**src/rtl/calc_pkg.sv**
```systemverilog
// Shared types and constants for the calculator controller.
package calc_pkg;

  // Width of the ALU-completion timeout counter.
  localparam int TMO_W = 8;

  // Default number of WAIT_DONE cycles before giving up on the ALU.
  localparam logic [TMO_W-1:0] TIMEOUT_DEF = 8'd200;

  // Sign-magnitude "-0", shown on the display when an operation fails.
  localparam logic [7:0] ERR_CODE_DEF = 8'h80;

  // Controller states (binary encoded).
  typedef enum logic [2:0] {
    ST_GET_A     = 3'd0,
    ST_GET_B     = 3'd1,
    ST_START     = 3'd2,
    ST_WAIT_DONE = 3'd3,
    ST_SHOW      = 3'd4,
    ST_ERR       = 3'd5
  } state_t;

  // Operation codes understood by the external ALU.
  typedef enum logic [1:0] {
    OP_ADD = 2'd0,
    OP_SUB = 2'd1,
    OP_MUL = 2'd2,
    OP_DIV = 2'd3
  } alu_op_t;

  // True while an ALU operation is being launched or awaited.
  function automatic logic state_is_busy(input state_t s);
    return (s == ST_START) || (s == ST_WAIT_DONE);
  endfunction

endpackage

```
**src/rtl/calc_timeout.sv**
```systemverilog
// Clearable up-counter with a terminal flag, used to bound the wait for the ALU.
module calc_timeout
  import calc_pkg::*;
#(
  parameter int W = TMO_W
) (
  input  logic         i_clk,
  input  logic         i_rst_n,
  input  logic         i_clr,
  input  logic         i_en,
  input  logic [W-1:0] i_limit,
  output logic         o_term
);

  logic [W-1:0] r_count;

  // Count enabled cycles; clear has priority over counting.
  always_ff @(posedge i_clk or negedge i_rst_n) begin
    if (!i_rst_n) begin
      r_count <= '0;
    end else if (i_clr) begin
      r_count <= '0;
    end else if (i_en) begin
      r_count <= r_count + 1'b1;
    end
  end

  // Terminal flag is high for the whole cycle in which the count equals the limit.
  assign o_term = (r_count == i_limit);

endmodule

```
**src/rtl/calc_ctrl.sv**
```systemverilog
// Calculator controller: collects two operands from switches, runs the external
// ALU, and drives the display unit with operands, results or an error code.
module calc_ctrl
  import calc_pkg::*;
#(
  parameter logic [TMO_W-1:0] TIMEOUT  = TIMEOUT_DEF,
  parameter logic [7:0]       ERR_CODE = ERR_CODE_DEF
) (
  input  logic       i_clk,
  input  logic       i_rst_n,
  input  logic       i_key_enter,
  input  logic [7:0] i_sw,
  input  logic [1:0] i_op_sel,
  input  logic [7:0] i_alu_result,
  input  logic       i_alu_done,
  input  logic       i_alu_ovf,
  output logic [7:0] o_op_a,
  output logic [7:0] o_op_b,
  output logic [1:0] o_alu_op,
  output logic       o_alu_start,
  output logic [7:0] o_disp_val,
  output logic       o_load_ou,
  output logic       o_busy,
  output logic       o_err
);

  state_t     r_state;
  logic       r_key_d;
  logic [7:0] r_op_a;
  logic [7:0] r_op_b;
  alu_op_t    r_alu_op;
  logic [7:0] r_disp_val;
  logic       r_alu_start;
  logic       r_load_ou;

  state_t     w_state_next;
  logic       w_key_pulse;
  logic       w_term;
  logic       w_cnt_clr;
  logic       w_cnt_en;
  logic       w_op_a_ld;
  logic [7:0] w_op_a_next;
  logic       w_op_b_ld;
  logic       w_alu_op_ld;
  logic       w_disp_ld;
  logic [7:0] w_disp_next;
  logic       w_start_next;
  logic       w_load_next;

  // A key press is accepted only on its first high cycle, so a held key counts once.
  assign w_key_pulse = i_key_enter & ~r_key_d;

  calc_timeout #(
    .W(TMO_W)
  ) u_timeout (
    .i_clk  (i_clk),
    .i_rst_n(i_rst_n),
    .i_clr  (w_cnt_clr),
    .i_en   (w_cnt_en),
    .i_limit(TIMEOUT),
    .o_term (w_term)
  );

  // Remember the previous key level for edge detection.
  always_ff @(posedge i_clk or negedge i_rst_n) begin
    if (!i_rst_n) begin
      r_key_d <= 1'b0;
    end else begin
      r_key_d <= i_key_enter;
    end
  end

  // Next-state and datapath-control decode.
  always_comb begin
    w_state_next = r_state;
    w_cnt_clr    = 1'b0;
    w_cnt_en     = 1'b0;
    w_op_a_ld    = 1'b0;
    w_op_a_next  = r_op_a;
    w_op_b_ld    = 1'b0;
    w_alu_op_ld  = 1'b0;
    w_disp_ld    = 1'b0;
    w_disp_next  = r_disp_val;
    w_start_next = 1'b0;
    w_load_next  = 1'b0;

    case (r_state)
      ST_GET_A: begin
        if (w_key_pulse) begin
          w_op_a_ld    = 1'b1;
          w_op_a_next  = i_sw;
          w_disp_ld    = 1'b1;
          w_disp_next  = i_sw;
          w_load_next  = 1'b1;
          w_state_next = ST_GET_B;
        end
      end

      ST_GET_B: begin
        if (w_key_pulse) begin
          w_op_b_ld    = 1'b1;
          w_alu_op_ld  = 1'b1;
          w_disp_ld    = 1'b1;
          w_disp_next  = i_sw;
          w_load_next  = 1'b1;
          w_state_next = ST_START;
        end
      end

      // The start pulse is registered, so it appears in the first WAIT_DONE cycle.
      ST_START: begin
        w_cnt_clr    = 1'b1;
        w_start_next = 1'b1;
        w_state_next = ST_WAIT_DONE;
      end

      // A completion in the terminal cycle is still honoured: done is checked first.
      ST_WAIT_DONE: begin
        w_cnt_en = 1'b1;
        if (i_alu_done) begin
          w_disp_ld   = 1'b1;
          w_load_next = 1'b1;
          if (i_alu_ovf) begin
            w_disp_next  = ERR_CODE;
            w_state_next = ST_ERR;
          end else begin
            w_disp_next  = i_alu_result;
            w_state_next = ST_SHOW;
          end
        end else if (w_term) begin
          w_disp_ld    = 1'b1;
          w_disp_next  = ERR_CODE;
          w_load_next  = 1'b1;
          w_state_next = ST_ERR;
        end
      end

      // Chaining: the displayed result (latched ALU output) becomes operand A.
      ST_SHOW: begin
        if (w_key_pulse) begin
          w_op_a_ld    = 1'b1;
          w_op_a_next  = r_disp_val;
          w_state_next = ST_GET_B;
        end
      end

      ST_ERR: begin
        if (w_key_pulse) begin
          w_state_next = ST_GET_A;
        end
      end

      default: begin
        w_state_next = ST_GET_A;
      end
    endcase
  end

  // State register.
  always_ff @(posedge i_clk or negedge i_rst_n) begin
    if (!i_rst_n) begin
      r_state <= ST_GET_A;
    end else begin
      r_state <= w_state_next;
    end
  end

  // Operand, op-code and display registers hold until explicitly reloaded.
  always_ff @(posedge i_clk or negedge i_rst_n) begin
    if (!i_rst_n) begin
      r_op_a     <= '0;
      r_op_b     <= '0;
      r_alu_op   <= OP_ADD;
      r_disp_val <= '0;
    end else begin
      if (w_op_a_ld) begin
        r_op_a <= w_op_a_next;
      end
      if (w_op_b_ld) begin
        r_op_b <= i_sw;
      end
      if (w_alu_op_ld) begin
        r_alu_op <= alu_op_t'(i_op_sel);
      end
      if (w_disp_ld) begin
        r_disp_val <= w_disp_next;
      end
    end
  end

  // Registered strobes; the load strobe is never allowed on two consecutive cycles.
  always_ff @(posedge i_clk or negedge i_rst_n) begin
    if (!i_rst_n) begin
      r_alu_start <= 1'b0;
      r_load_ou   <= 1'b0;
    end else begin
      r_alu_start <= w_start_next;
      r_load_ou   <= w_load_next & ~r_load_ou;
    end
  end

  assign o_op_a      = r_op_a;
  assign o_op_b      = r_op_b;
  assign o_alu_op    = r_alu_op;
  assign o_alu_start = r_alu_start;
  assign o_disp_val  = r_disp_val;
  assign o_load_ou   = r_load_ou;
  assign o_busy      = state_is_busy(r_state);
  assign o_err       = (r_state == ST_ERR);

endmodule

```
**config.mk**
```make
export PLATFORM = sky130hd
export DESIGN_NAME = calc_ctrl
export DESIGN_NICKNAME = d
export VERILOG_FILES = /design/src/rtl/calc_pkg.sv /design/src/rtl/calc_timeout.sv /design/src/rtl/calc_ctrl.sv
export SDC_FILE = /design/constraint.sdc
export NUM_CORES = 1
export LEC_CHECK = 0
export CORE_ASPECT_RATIO = 0.5
export CORE_MARGIN = 4
export CORE_UTILIZATION = 52
export DETAILED_ROUTE_END_ITERATION = 6
export GPL_ROUTABILITY_DRIVEN = 0
export PLACE_DENSITY = 0.84
export SYNTH_ARGS = -nofsm -noshare
export SYNTH_HDL_FRONTEND = slang
export SYNTH_HIERARCHICAL = 1
export SYNTH_SLANG_ARGS = --single-unit
```
**constraint.sdc**
```tcl
create_clock -name i_clk -period 4.9 [get_ports i_clk]
set_input_delay 0.98 -clock i_clk [delete_from_list [all_inputs] [get_ports i_clk]]
set_output_delay 0.98 -clock i_clk [all_outputs]
set_load 0.05 [all_outputs]
```
==> results.toml, run 1 <==
[synthesis]
avgSynthCellArea_sq_um = 12.3
synthTopCellsByArea = "dfrtp_1, mux2_4, mux2_2"
synthCells = 169
ys_warn_count = 6
syn_area_sq_um = 2070
yosysUniqueCellTypes = 38
yosysSeqAreaShare_pct = 48.3
synth_area_leader_cell = "dfrtp_1"
synth_seq_cells = 40
synth.top_cell.area_share_pct = 48.3

[global_routing]
antenna_found_initial = 0
grt_pass1_wl_microns = 7300
grt_pass1_vias = 1454
grt.total_usage_pct = 18.4
grt_max_degree = 41
grt_remaining_overflow = 0

[cts]
postCtsResizedCells = 0
cts-root-buf = "clkbuf_8"
cts_setup_buffers = 0
cts_hold_buffers = 0
clkLatencyLatePin_ns = 0.29
htreeDepth = 2
cts_tree = "done"
cts.path.max_buffers = 2
clk_pin_slew_worst_paths_ns = 0.08
cts_sinks = 40
numCtsBuffers = 5

[worst_setup_path]
crit_fanout = 11
max_stage_delay_ns = 0.83
arrival_ns = 2.03
ff2ff_setup_slack_ns = 2.63
worstRegToRegCells = 4
cp-start-kind = "flip-flop"
path_cells = "inv_1 -> nor3b_1 -> clkdlybuf4s50_1"
path_class = "reg2out"
cp.required_ns = 3.92
setup.worst_path.end_class = "output port"
slowest_stage = "clkdlybuf4s50_1"

[timing]
fin_skew_ns = 0.00854
drv_slew = 0
hold_violations = 0
min_period_over_period_pct = 61.4
max-slew-margin-rel_pct = 39.7
tns_ns = 0
max_clock_freq_mhz = 332
fin_crit_ns = 3.01
worst_pin_slew_ns = 0.904
finalSetupViolCount = 0
rsz0062_at_grt = "false"
setup_slack_ns = 1.89

[final_layout]
nets = 248
fin_util_pct = 74.9
syn_to_final_growth_pct = 30.9
diodes = 0
final_layout_size_suffix_gt1_share_pct = 19.6

[drt]
wirelength_microns = 4430
wl_per_cell_microns = 16.0
remaining_drc_errors = 0
ant_nets = 0
drt-initial-drc-count = 44
firstDrtPassIters = 4
vias = 1465
vias_per_cell = 5.31

[die]
die_h_microns = 52.7
rows = 15
die_w_microns = 97.3
die_area_sq_um = 5120
boundaryPins = 53
fp.coreArea_sq_um = 3620
start_util_pct = 57.2

[job]
drv_cap = 0

[placement]
port_buffers = 52
pre_cts_ws_ns = 2.21
dp_hpwl_microns = 3150

[power]
p_leak_nw = 1.17
pwr_density_cell_nw_per_um2 = 715
irDropWorstVdd_mv = 0.255

[min_path]
hold_path.class = "reg2reg"
min_delay_path_depth = 1

[outcome]
status = "finished, final reports clean"
==> metrics by stage <==
stage	cells	total power, mW	instance area (sq um)	hold slack, ns
floorplan	175	1.36	2100	0.509
global placement	268	1.63	2590	0.434
detailed placement	268	1.65	2590	0.423
CTS	276	1.96	2710	0.441
global route	276	2.03	2710	0.455
finish	276	1.94	2710	0.437
==> cell usage in the layout, fill, tap and decap left out, types with 5 or more instances in the layout <==
cell	instances
nand2_1	12
xnor2_1	10
nor2_1	6
o22ai_1	8
conb_1	8
dfrtp_1	40
mux2_2	10
clkbuf_8	7
o21ai_1	6
and3b_1	8
nand4_1	5
mux2_4	16
clkdlybuf4s50_1	51
==> critical path, delay by kind of cell (launching register included) <==
family	cells	cell delay, ns
DFF	1	0.46
and+or+nand+nor	1	0.23
buffers and inverters	2	1.05
==> flip-flops by register name, indices dropped and copies added, names as in the netlist <==
register           count
o_op_b                 8
u_timeout/r_count      8
o_op_a                 8
r_state                3
o_alu_op               2
o_alu_start            1
r_key_d                1
o_disp_val             8
o_load_ou              1
==> synth_stat cells (all sizes together) <==
| library cell | n |
|---|---|
| xnor2 | 10 |
| nor4b | 1 |
| inv | 1 |
| nor2b | 3 |
| o21ai | 12 |
| o31ai | 1 |
| nor3b | 2 |
| nand3b | 1 |
| and2b | 1 |
| xor2 | 3 |
| or2 | 1 |
| mux2 | 26 |
| nand2 | 13 |
| o2111ai | 1 |
| dfrtp | 40 |
| a21o | 1 |
| nand3 | 1 |
| o22ai | 8 |
| nand4 | 5 |
| or4b | 1 |
| or3b | 1 |
| clkbuf | 2 |
| buf | 8 |
| a311oi | 1 |
| or3 | 3 |
| a21oi | 4 |
| nor2 | 6 |
| conb | 2 |
| and3b | 8 |
| mux2i | 1 |
| ha | 1 |
==> per-layer routing <==
metal | GRT usage (%) | wire length [microns] | up-vias
met2 | 30.5 | 2120 | 31
met5 | 0 | 0 | -
li1 | - | - | 708
met3 | 5.05 | 259 | 5
met4 | 5.52 | 38 | 0
met1 | 23.9 | 2010 | 721
==> where the power goes <==
part | leakage (nW) | total, mW | internal (mW) | switching [mW]
registers | 0.501 | 0.582 | 0.464 | 0.117
logic | 0.608 | 1.06 | 0.419 | 0.645
clock network | 0.0645 | 0.296 | 0.180 | 0.116
total | 1.17 | 1.94 | 1.06 | 0.879
==> area by class of cell <==
| class | instances | area, sq um |
|---|---|---|
| timing repair buffer | 52 | 515 |
| clock buffer | 7 | 96.3 |
| clock inverter | 1 | 30.0 |
| multi-input combinational | 124 | 1000 |
| sequential | 40 | 1000 |
| tap | 51 | 63.8 |
| inverter | 1 | 3.75 |
| fill | 243 | 908 |
==> worst paths after layout <==
| kind | startpoint | to |
|---|---|---|
| min | o_load_ou | o_load_ou |
| min in group asynchronous | i_rst_n | r_state[0] |
| max | r_state[2] | o_err |
| max in group asynchronous | i_rst_n | o_op_a[0] |
| min reg2reg | o_load_ou | o_load_ou |
| max reg2reg | r_state[0] | u_timeout/r_count[5] |
==> cell families (layout without fill, tap and decap cells) <==
logic type,count (synthesis),in the layout,synth area share [%]
xor+xnor,13,13,5.49
mux,27,27,17.5
fa+ha+maj,1,1,0.603
buf+inv,11,61,4.40
flops,40,40,48.3
compound gates,28,28,8.57
simple gates,47,47,14.8
other cells,2,8,0.362
Note: power is estimated with default switching activity, not from simulation.
==> inputs of run 2 (changes only) <==
--- a/config.mk
+++ b/config.mk
@@ -7,10 +7,10 @@
 export LEC_CHECK = 0
 export CORE_ASPECT_RATIO = 0.5
 export CORE_MARGIN = 4
-export CORE_UTILIZATION = 52
+export CORE_UTILIZATION = 49
 export DETAILED_ROUTE_END_ITERATION = 6
 export GPL_ROUTABILITY_DRIVEN = 0
-export PLACE_DENSITY = 0.84
+export PLACE_DENSITY = 0.8
 export SYNTH_ARGS = -nofsm -noshare
 export SYNTH_HDL_FRONTEND = slang
 export SYNTH_HIERARCHICAL = 1
==> constraint.sdc (replaced) <==
create_clock -name i_clk -period 2.8 [get_ports i_clk]
set_input_delay 0.56 -clock i_clk [delete_from_list [all_inputs] [get_ports i_clk]]
set_output_delay 0.56 -clock i_clk [all_outputs]
set_load 0.05 [all_outputs]
==> results.toml, run 2 (synthesis gave the netlist of run 1 again) <==
[cts]
cts_hold_buffers = 0
numCtsBuffers = 5
cts_setup_buffers = 0
cts-root-buf = "clkbuf_8"
cts_sinks = 40
clkLatencyLatePin_ns = 0.28
postCtsResizedCells = 0
cts.path.max_buffers = 2
htreeDepth = 2
clk_pin_slew_worst_paths_ns = 0.07
cts_tree = "done"

[global_routing]
grt_remaining_overflow = 0
grt_pass1_vias = 1399
grt.total_usage_pct = 17.7
antenna_found_initial = 0
grt_max_degree = 41
grt_pass1_wl_microns = 7070

[worst_setup_path]
reg2reg_from = "r_state[0]"
worstSetupStartpoint = "r_state[2]"
setup.worst_path.end_class = "output port"
crit_fanout = 11
cp-start-kind = "flip-flop"
path_class = "reg2out"
arrival_ns = 2.00
ff2ff_setup_slack_ns = 0.62
cp.required_ns = 2.24

[timing]
rsz0062_at_grt = "false"
max-slew-margin-rel_pct = 41.6
finalSetupViolCount = 0
worst_pin_slew_ns = 0.875
hold_violations = 0
drv_slew = 0
max_clock_freq_mhz = 390
tns_ns = 0
min_period_over_period_pct = 91.5
fin_skew_ns = 0.00475
fin_crit_ns = 2.56

[power]
pwr_density_cell_nw_per_um2 = 1210
p_seq_share_pct = 31.6
irDropWorstVdd_mv = 0.584
p_leak_nw = 1.16
p_int_mw = 1.73
p_comb_share_pct = 57.6
power_frac_clock_pct = 10.8
switchingPower_mw = 1.52
p_sw_share_pct = 46.8

[drt]
wl_per_cell_microns = 15.6
vias = 1454
wirelength_microns = 4360
vias_per_cell = 5.19
ant_nets = 0
firstDrtPassIters = 4
drt-initial-drc-count = 61
remaining_drc_errors = 0

[placement]
dp_hpwl_microns = 3360
port_buffers = 52
dp_cells = 273

[die]
boundaryPins = 53
die_w_microns = 100
die_area_sq_um = 5400
fp.coreArea_sq_um = 3980
rows = 16
start_util_pct = 52.0
die_h_microns = 54.0

[final_layout]
fillers = 334
nets = 250
final_layout_size_suffix_gt1_share_pct = 19.5
multi_input_area_sq_um = 1000
final_cells = 280
diodes = 0
fin_util_pct = 67.4
seq_area_sq_um = 1000
mostFrequentLayoutCell = "clkdlybuf4s50_1"
syn_to_final_growth_pct = 29.5
layout_common_cells = "clkdlybuf4s50_1, dfrtp_1, mux2_4"

[job]
drv_cap = 0

[outcome]
status = "finished, final reports clean"

[min_path]
hold_path.class = "in2async"
run 2: cell count changes in the layout (fill, tap and decap cells not counted), sizes merged:
cell,before,now
bufinv,1,0
clkinv,0,1
clkbuf,7,6
buf,1,3
run 2: path summary, 6_finish.rpt:
kind                                             end  cells past startpoint
worst max-delay path                           o_err                      3
max in group asynchronous                  o_op_b[4]                      1
worst min register to register             o_load_ou                      1
worst min-delay path            u_timeout/r_count[0]                      1
min in group i_clk                         o_load_ou                      1
worst max register to register         o_disp_val[0]                      4
run 2: layout make-up:
class / instances / share of cell area [%]
Multi-Input combinational cell: 124 / 37.4
Sequential cell: 40 / 37.3
Timing Repair Buffer: 54 / 19.8
Clock buffer: 6 / 2.70
Tap cell: 54 / 2.52
Clock inverter: 1 / 0.186
Inverter: 1 / 0.140
run 2: critical path, cell delays in order, from the launching register on:
cell and delay [ns]:
dfrtp_1 0.45, inv_1 0.21, nor3b_1 0.23, clkdlybuf4s50_1 0.83
run 2: power groups by stage:
stage,logic (mW),clock network [mW],registers (mW)
finish,1.87,0.350,1.02
global route,1.95,0.392,1.06
CTS,1.88,0.359,1.03
detailed placement,1.88,0,1.04
global placement,1.85,0,1.01
floorplan,0.721,0,1.65
run 2: per-stage QoR:
step	area [sq um]	hold slack, ns	total power, mW	worst slack [ns]
6_report	2680	0.394	3.24	0.239
5_1_grt	2680	0.464	3.41	0.132
4_1_cts	2680	0.420	3.27	0.233
3_5_place_dp	2610	0.419	2.92	0.532
3_3_place_gp	2610	0.430	2.86	0.578
2_1_floorplan	2100	0.264	2.37	0.380
run 2: per-layer routing:
metal	wire [microns]	up-vias	global-route usage, %	part of all wire, %
li1	-	703	-	-
met1	1930	713	23.6	44
met2	2210	34	29.1	51
met3	178	4	3.88	4.1
met4	45	0	6.04	1.0
met5	0	-	0	0
